File: config.mk
export PLATFORM = sky130hd
export DESIGN_NAME = seq_bcd_ctrl
export DESIGN_NICKNAME = d
export VERILOG_FILES = /design/src/rtl/seq_bcd_ctrl.sv
export SDC_FILE = /design/constraint.sdc
export NUM_CORES = 1
export LEC_CHECK = 0
export ABC_AREA = 0
export CAP_MARGIN = 15
export CORE_MARGIN = 5
export CORE_UTILIZATION = 49
export DETAILED_ROUTE_END_ITERATION = 16
export PLACE_DENSITY = 0.77
export SYNTH_ARGS = -nofsm -noshare
export SYNTH_HDL_FRONTEND = slang
export SYNTH_SLANG_ARGS = --single-unit
export TNS_END_PERCENT = 1
File: constraint.sdc
create_clock -name clk -period 2.37 [get_ports clk]
set_input_delay 0.5925 -clock clk [delete_from_list [all_inputs] [get_ports clk]]
set_output_delay 0.5925 -clock clk [all_outputs]
set_load 0.02 [all_outputs]
File: src/rtl/seq_bcd_ctrl.sv
// seq_bcd_ctrl: sequential binary-to-BCD converter (shift-and-add-3).
// An operand is accepted in IDLE. It is converted over WIDTH SHIFT cycles,
// and the result is held in DONE until the consumer takes it.
// Optional leading-zero blanking is compiled in with `define SEQ_BCD_BLANK_EN.
module seq_bcd_ctrl #(
  parameter int WIDTH  = 8,
  parameter int DIGITS = 4
) (
  input  logic                  clk,
  input  logic                  rst,
  input  logic                  in_valid,
  input  logic [WIDTH-1:0]      in_data,
  output logic                  in_ready,
  output logic                  out_valid,
  input  logic                  out_ready,
  output logic [4*DIGITS-1:0]   bcd,
  output logic                  busy,
  output logic [DIGITS-1:0]     digit_blank
);

  localparam int CW = $clog2(WIDTH + 1);
  localparam logic [CW-1:0] LAST = CW'(WIDTH - 1);

  typedef enum logic [1:0] {IDLE, SHIFT, DONE} state_t;

  state_t                    state;
  logic [WIDTH-1:0]          opnd;
  logic [4*DIGITS-1:0]       dig;
  logic [4*DIGITS-1:0]       adj;
  logic [4*DIGITS+WIDTH-1:0] sh;
  logic [CW-1:0]             cnt;

  // Add 3 to each digit >= 5, then shift {digits, operand} left by one bit
  always_comb begin
    adj = dig;
    for (int unsigned i = 0; i < DIGITS; i++) begin
      if (dig[4*i +: 4] >= 4'd5) adj[4*i +: 4] = dig[4*i +: 4] + 4'd3;
    end
    sh = {adj, opnd} << 1;
  end

  // Control FSM with registered handshake and status outputs
  always_ff @(posedge clk) begin
    if (rst) begin
      state     <= IDLE;
      opnd      <= '0;
      dig       <= '0;
      cnt       <= '0;
      in_ready  <= 1'b1;
      out_valid <= 1'b0;
      busy      <= 1'b0;
    end else begin
      case (state)
        IDLE: begin
          if (in_valid) begin
            opnd     <= in_data;
            dig      <= '0;
            cnt      <= '0;
            in_ready <= 1'b0;
            busy     <= 1'b1;
            state    <= SHIFT;
          end
        end
        SHIFT: begin
          dig <= sh[4*DIGITS+WIDTH-1:WIDTH];
          opnd <= sh[WIDTH-1:0];
          cnt <= cnt + CW'(1);
          if (cnt == LAST) begin
            busy      <= 1'b0;
            out_valid <= 1'b1;
            state     <= DONE;
          end
        end
        DONE: begin
          if (out_ready) begin
            out_valid <= 1'b0;
            in_ready  <= 1'b1;
            state     <= IDLE;
          end
        end
        default: begin
          out_valid <= 1'b0;
          busy      <= 1'b0;
          in_ready  <= 1'b1;
          state     <= IDLE;
        end
      endcase
    end
  end

  assign bcd = dig;

`ifdef SEQ_BCD_BLANK_EN
  logic zero_run;

  // Blank digit i (i >= 1) when it and all higher digits are zero
  always_comb begin
    digit_blank = '0;
    zero_run    = 1'b1;
    if (out_valid) begin
      for (int unsigned i = DIGITS - 1; i >= 1; i--) begin
        zero_run       = zero_run & (dig[4*i +: 4] == 4'd0);
        digit_blank[i] = zero_run;
      end
    end
  end
`else
  assign digit_blank = '0;
`endif

endmodule
== Word-level counts from Yosys, hierarchy flattened ==
Index checks and enable logic that the tools add are counted.
Word-level totals
  output and inout bits: 23
  input bits: 12
  word-level logic and storage cells: 55
  flip-flop bits (word level): 33
Operators by class
  add/subtract/negate cells: 5
  muxes and demuxes: 23
  magnitude comparators: 4
  eq/ne operators: 6
  bitwise operators: 3
  reduce and logical (&&, ||, !) cells: 7
Operators by type and width (count)
  one-hot mux 16 bit (2 select lines): 1
  greater-or-equal comparator 4 x 3 -> 1 bit, second input constant: 4
  2-to-1 mux 16 bit: 1
  2-to-1 mux 4 bit: 4
  one-hot mux 8 bit (2 select lines): 1
  adder 4 x 2 -> 4 bit, second input constant: 3
  AND reduction 3 bit: 4
  one-hot mux 1 bit (3 select lines): 3
  2-to-1 mux 8 bit: 1
  one-hot mux 4 bit (2 select lines): 1
  2-to-1 mux 1 bit: 6
  2-to-1 mux 2 bit: 3
  != test 2 bit, second input constant: 3
  one-hot mux 2 bit (3 select lines): 1
  adder 4 x 1 -> 4 bit, second input constant: 1
  equality test 4 x 3 -> 1 bit, second input constant: 1
  adder 3 x 2 -> 3 bit, second input constant: 1
  2-to-1 mux 3 bit: 1
  NOT 1 bit: 3
  equality test 2 x 1 -> 1 bit, second input constant: 1
  equality test 2 bit, second input constant: 1
  logical NOT 2 bit: 1
  AND reduction 2 bit: 1
  nonzero test 2 bit: 1

== Depth between registers and ports, before layout ==
  depth after elaboration: 3
  depth in mapped cells: 6
  mapped depth without buffers: 6

== Least setup slack after synthesis ==
OpenSTA, ideal clock, no wires.
  kind: reg2reg
  start point: register dig[9] (netlist: bcd[9])
  end point: register dig[10] (netlist: bcd[10])
  required time: 2.253 ns
  arrival time: 1.415 ns
  cell stages (with the launch flop): 7
  path slack: 0.838 ns
  path buffers: 0
  library setup time: 0.117 ns
  period minus slack after synthesis: 1.532 ns
  path through: dfxtp_1 inv_1 ha_1 nand2b_1 a21oi_1 mux2i_1 a22o_1
On the way
  cells in the longest elaborated chain, start to end: 3
  elaborated cells on any way between the ends: 4
  those cells by class: 1 x add/sub; 1 x order compare; 2 x mux
Ends and longest elaborated chain
  start, declared: RTL line 28  | logic [4*DIGITS-1:0] dig;
  start signal, assigned: RTL line 65  | dig <= sh[4*DIGITS+WIDTH-1:WIDTH];
  adder 4 x 2 -> 4 bit / greater-or-equal comparator 4 x 3 -> 1 bit (equally long branches): RTL line 37  | if (dig[4*i +: 4] >= 4'd5) adj[4*i +: 4] = dig[4*i +: 4] + 4'd3;
  2-to-1 mux 4 bit (*): RTL line 37
  one-hot mux 16 bit (2 select lines) (*): RTL line 53  | case (state)
Every way passes the cells marked *; elsewhere a longest branch is shown, timed or not.
A chain may end at the register's enable or synchronous reset.

== Worst setup path in the final report ==
  start point: register dig[0] (netlist: bcd[0])
  end point: output bcd[0]
RTL lines
  end, declared: RTL line 16  | output logic [4*DIGITS-1:0] bcd,
No word-level cell between the ends.

==> impl_metrics.ini <==
[yosys]
synthAdderAreaFrac_pct = 6.75
synth_top_area_share_pct = 39.6
syn_area_per_cell_sq_um = 8.38
ys.flop_type = dfxtp_1
synth.area.top_cells = dfxtp_1 40%, nor2_1 8.3%, ha_1 6.8%
synthArstFlopShare_pct = 0
synth_cells = 199
synth_compound_area_share_pct = 19.8
ys_seq_area_share_pct = 39.6
synth_cell_type_count = 35
syn_area_sq_um = 1670
muxShareOfSynthArea_pct = 2.40
synthSimpleGateAreaFrac_pct = 19.8
synth_top_cell_by_area = dfxtp_1
yosys_register_bits = 33
synth_top_family_by_area = simple AND/OR/NAND/NOR gates
yosys.area_share.xor_xnor_pct = 3.68
yosysMostFrequentCell = nor2_1
synth_warnings = 0
synth_edf_count = 0
yosys-top-cells-count = 37 x nor2_1, 33 x dfxtp_1, 14 x a21oi_1

[drt]
drc = 0
firstDrtPassIters = 4
antenna_left = 0
finalWirelength_um = 3240
routed_via_density = 5.07
wl_per_cell_um = 11.7
drt-initial-drc-count = 62
vias = 1400

[worst_setup_path]
worstPathRequired_ps = 1780
cp_max_fo = 6
path_class = flip-flop to output pin
path_cells = clkdlybuf4s50_1
cp_data_arrival_time_ps = 1430
cp_top_family = buffers and inverters
max_stage_delay_ps = 650
path_buf_inv = 1
crit_path_end_kind = output pin
worst_setup_path_start_kind = flip-flop
crit_slowest_cell = clkdlybuf4s50_1

[power_and_ir_drop]
leakage_nw = 0.830
intPower_mw = 0.885
power.share.clock_pct = 37.9
ir_drop_mv = 0.330
p_sw_share_pct = 23.3
power.switching_mw = 0.269
pwr-share-comb_pct = 11.0
p_per_area_nw_per_um2 = 559
power_frac_seq_pct = 51.1

[floorplanning]
die_area_sq_um = 4670
io-pin-count = 35
coreArea_sq_um = 3310
die_w_um = 68.3
rows = 21
die_y_um = 68.3
start_util_pct = 50.4

[clocking]
path_clk_slew_ps = 100
htree_num_levels = 2
cts.sinks = 33
ctsResizeCount = 0
clockRootBuffer = clkbuf_4
holdBufCountCts = 0
clockBufferDepth = 2
insertion_delay_ps = 320
cts_buffers = 5
cts_setup_buffers = 0
tritoncts = done

[final_layout]
fill_cells = 330
final_nets = 250
area_delta_synth_final_pct = 23.8
diodes = 0
fin_cells = 276
drive_gt1_share_pct = 6.52

[timing]
period_minus_slack_ps = 2020
hold_violations = 0
fin_skew_ps = 11.4
fmax_mhz = 495
maxSlewHeadroom_pct = 51.2
rsz0062_at_grt = false
drv_slew = 0
finalSetupViolCount = 0
worst_slew_pin_slew_ps = 729
fin_setup_tns_ps = 0
period_share_pct = 85.2

[status]
outcome = finished clean

[placement]
gp_congestion = 0.789
dp_cells = 268
place.port_buffers = 30
hpwl_um = 2380

[global_routing]
gr-usage-all-layers_pct = 16.2
grt_max_degree = 19
overflow = 0
grt_pass1_vias = 1328
antenna_found_initial = 0
grt_pass1_wl_um = 5780

[job]
drv_cap = 0

[hold_path]
hold_class = flip-flop to flip-flop
state kept, by name, indices dropped and copies added, names as in the netlist:
name and count:
bcd 16, opnd 8, cnt 4, state 2, busy 1, in_ready 1
out_valid 1
power by group through the flow:
stage	registers [mW]	clock network [mW]	logic, mW
final	0.590	0.437	0.127
after global routing	0.594	0.471	0.145
after CTS	0.590	0.444	0.129
after detailed placement	0.603	0	0.128
after global placement	0.603	0	0.127
after floorplan	0.601	0	0.0891
stage by stage:
stage	cell area, sq um	total power [mW]	hold slack [ps]	setup WS, ps	util (%)
global placement	1980	0.729	467	249	59.8
global route	2060	1.21	522	278	62.4
floorplan	1680	0.690	451	838	-
CTS	2060	1.16	492	334	62.4
finish	2060	1.15	497	351	62.4
detailed placement	1980	0.731	475	192	59.8
cell usage in the layout, fill, tap and decap left out, types with 2 or more instances in the layout:
cell type        Yosys  layout
conb_1               1       4
xor2_1               3       3
dfxtp_1             33      33
o22ai_1              2       2
ha_1                 9       9
inv_1               10      10
clkbuf_4             0       5
xnor2_1              4       4
a22oi_1              4       4
nor3_1              12      12
nor2_1              37      37
a2bb2oi_1            5       5
clkdlybuf4s50_1      0      30
o21ai_0              4       4
a22o_1              11      11
a21oi_1             14      14
buf_4                6       4
nand2b_1             6       6
mux2i_1              4       4
nand2_1              4       4
o21ai_1              5       5
nand3_1              5       5
worst paths after layout:
path	startpoint	end	slack [ps]	cells past startpoint
worst min register to register	busy	busy	500	2
worst max register to register	state[1]	bcd[14]	630	3
worst max-delay path	bcd[0]	bcd[0]	350	1
worst min-delay path	busy	busy	500	2
cell families (layout without fill, tap and decap cells):
group / Yosys count / count (layout)
mux: 4 / 4
other cells: 1 / 4
simple gates: 71 / 71
fa+ha+maj: 9 / 9
xor+xnor: 7 / 7
buf+inv: 25 / 53
compound gates: 49 / 49
flops: 33 / 33
layer usage:
layer  vias up  track usage (%)  wire length (um)
met1       627             20.6              1550
met3         7             4.27               185
li1        735                -                 -
met4         0             5.96                45
met5         -                0                 0
met2        31             26.2              1460
area by class of cell:
class | instances | area [sq um] | share of cell area (%)
Multi-Input combinational cell | 144 | 890 | 43.1
Sequential cell | 33 | 661 | 32.0
Timing Repair Buffer | 34 | 330 | 16.0
Tap cell | 46 | 57.6 | 2.79
Clock buffer | 7 | 55.1 | 2.67
Inverter | 11 | 41.3 | 2.00
Clock inverter | 1 | 30.0 | 1.45
(Power assumes the default switching activity.)
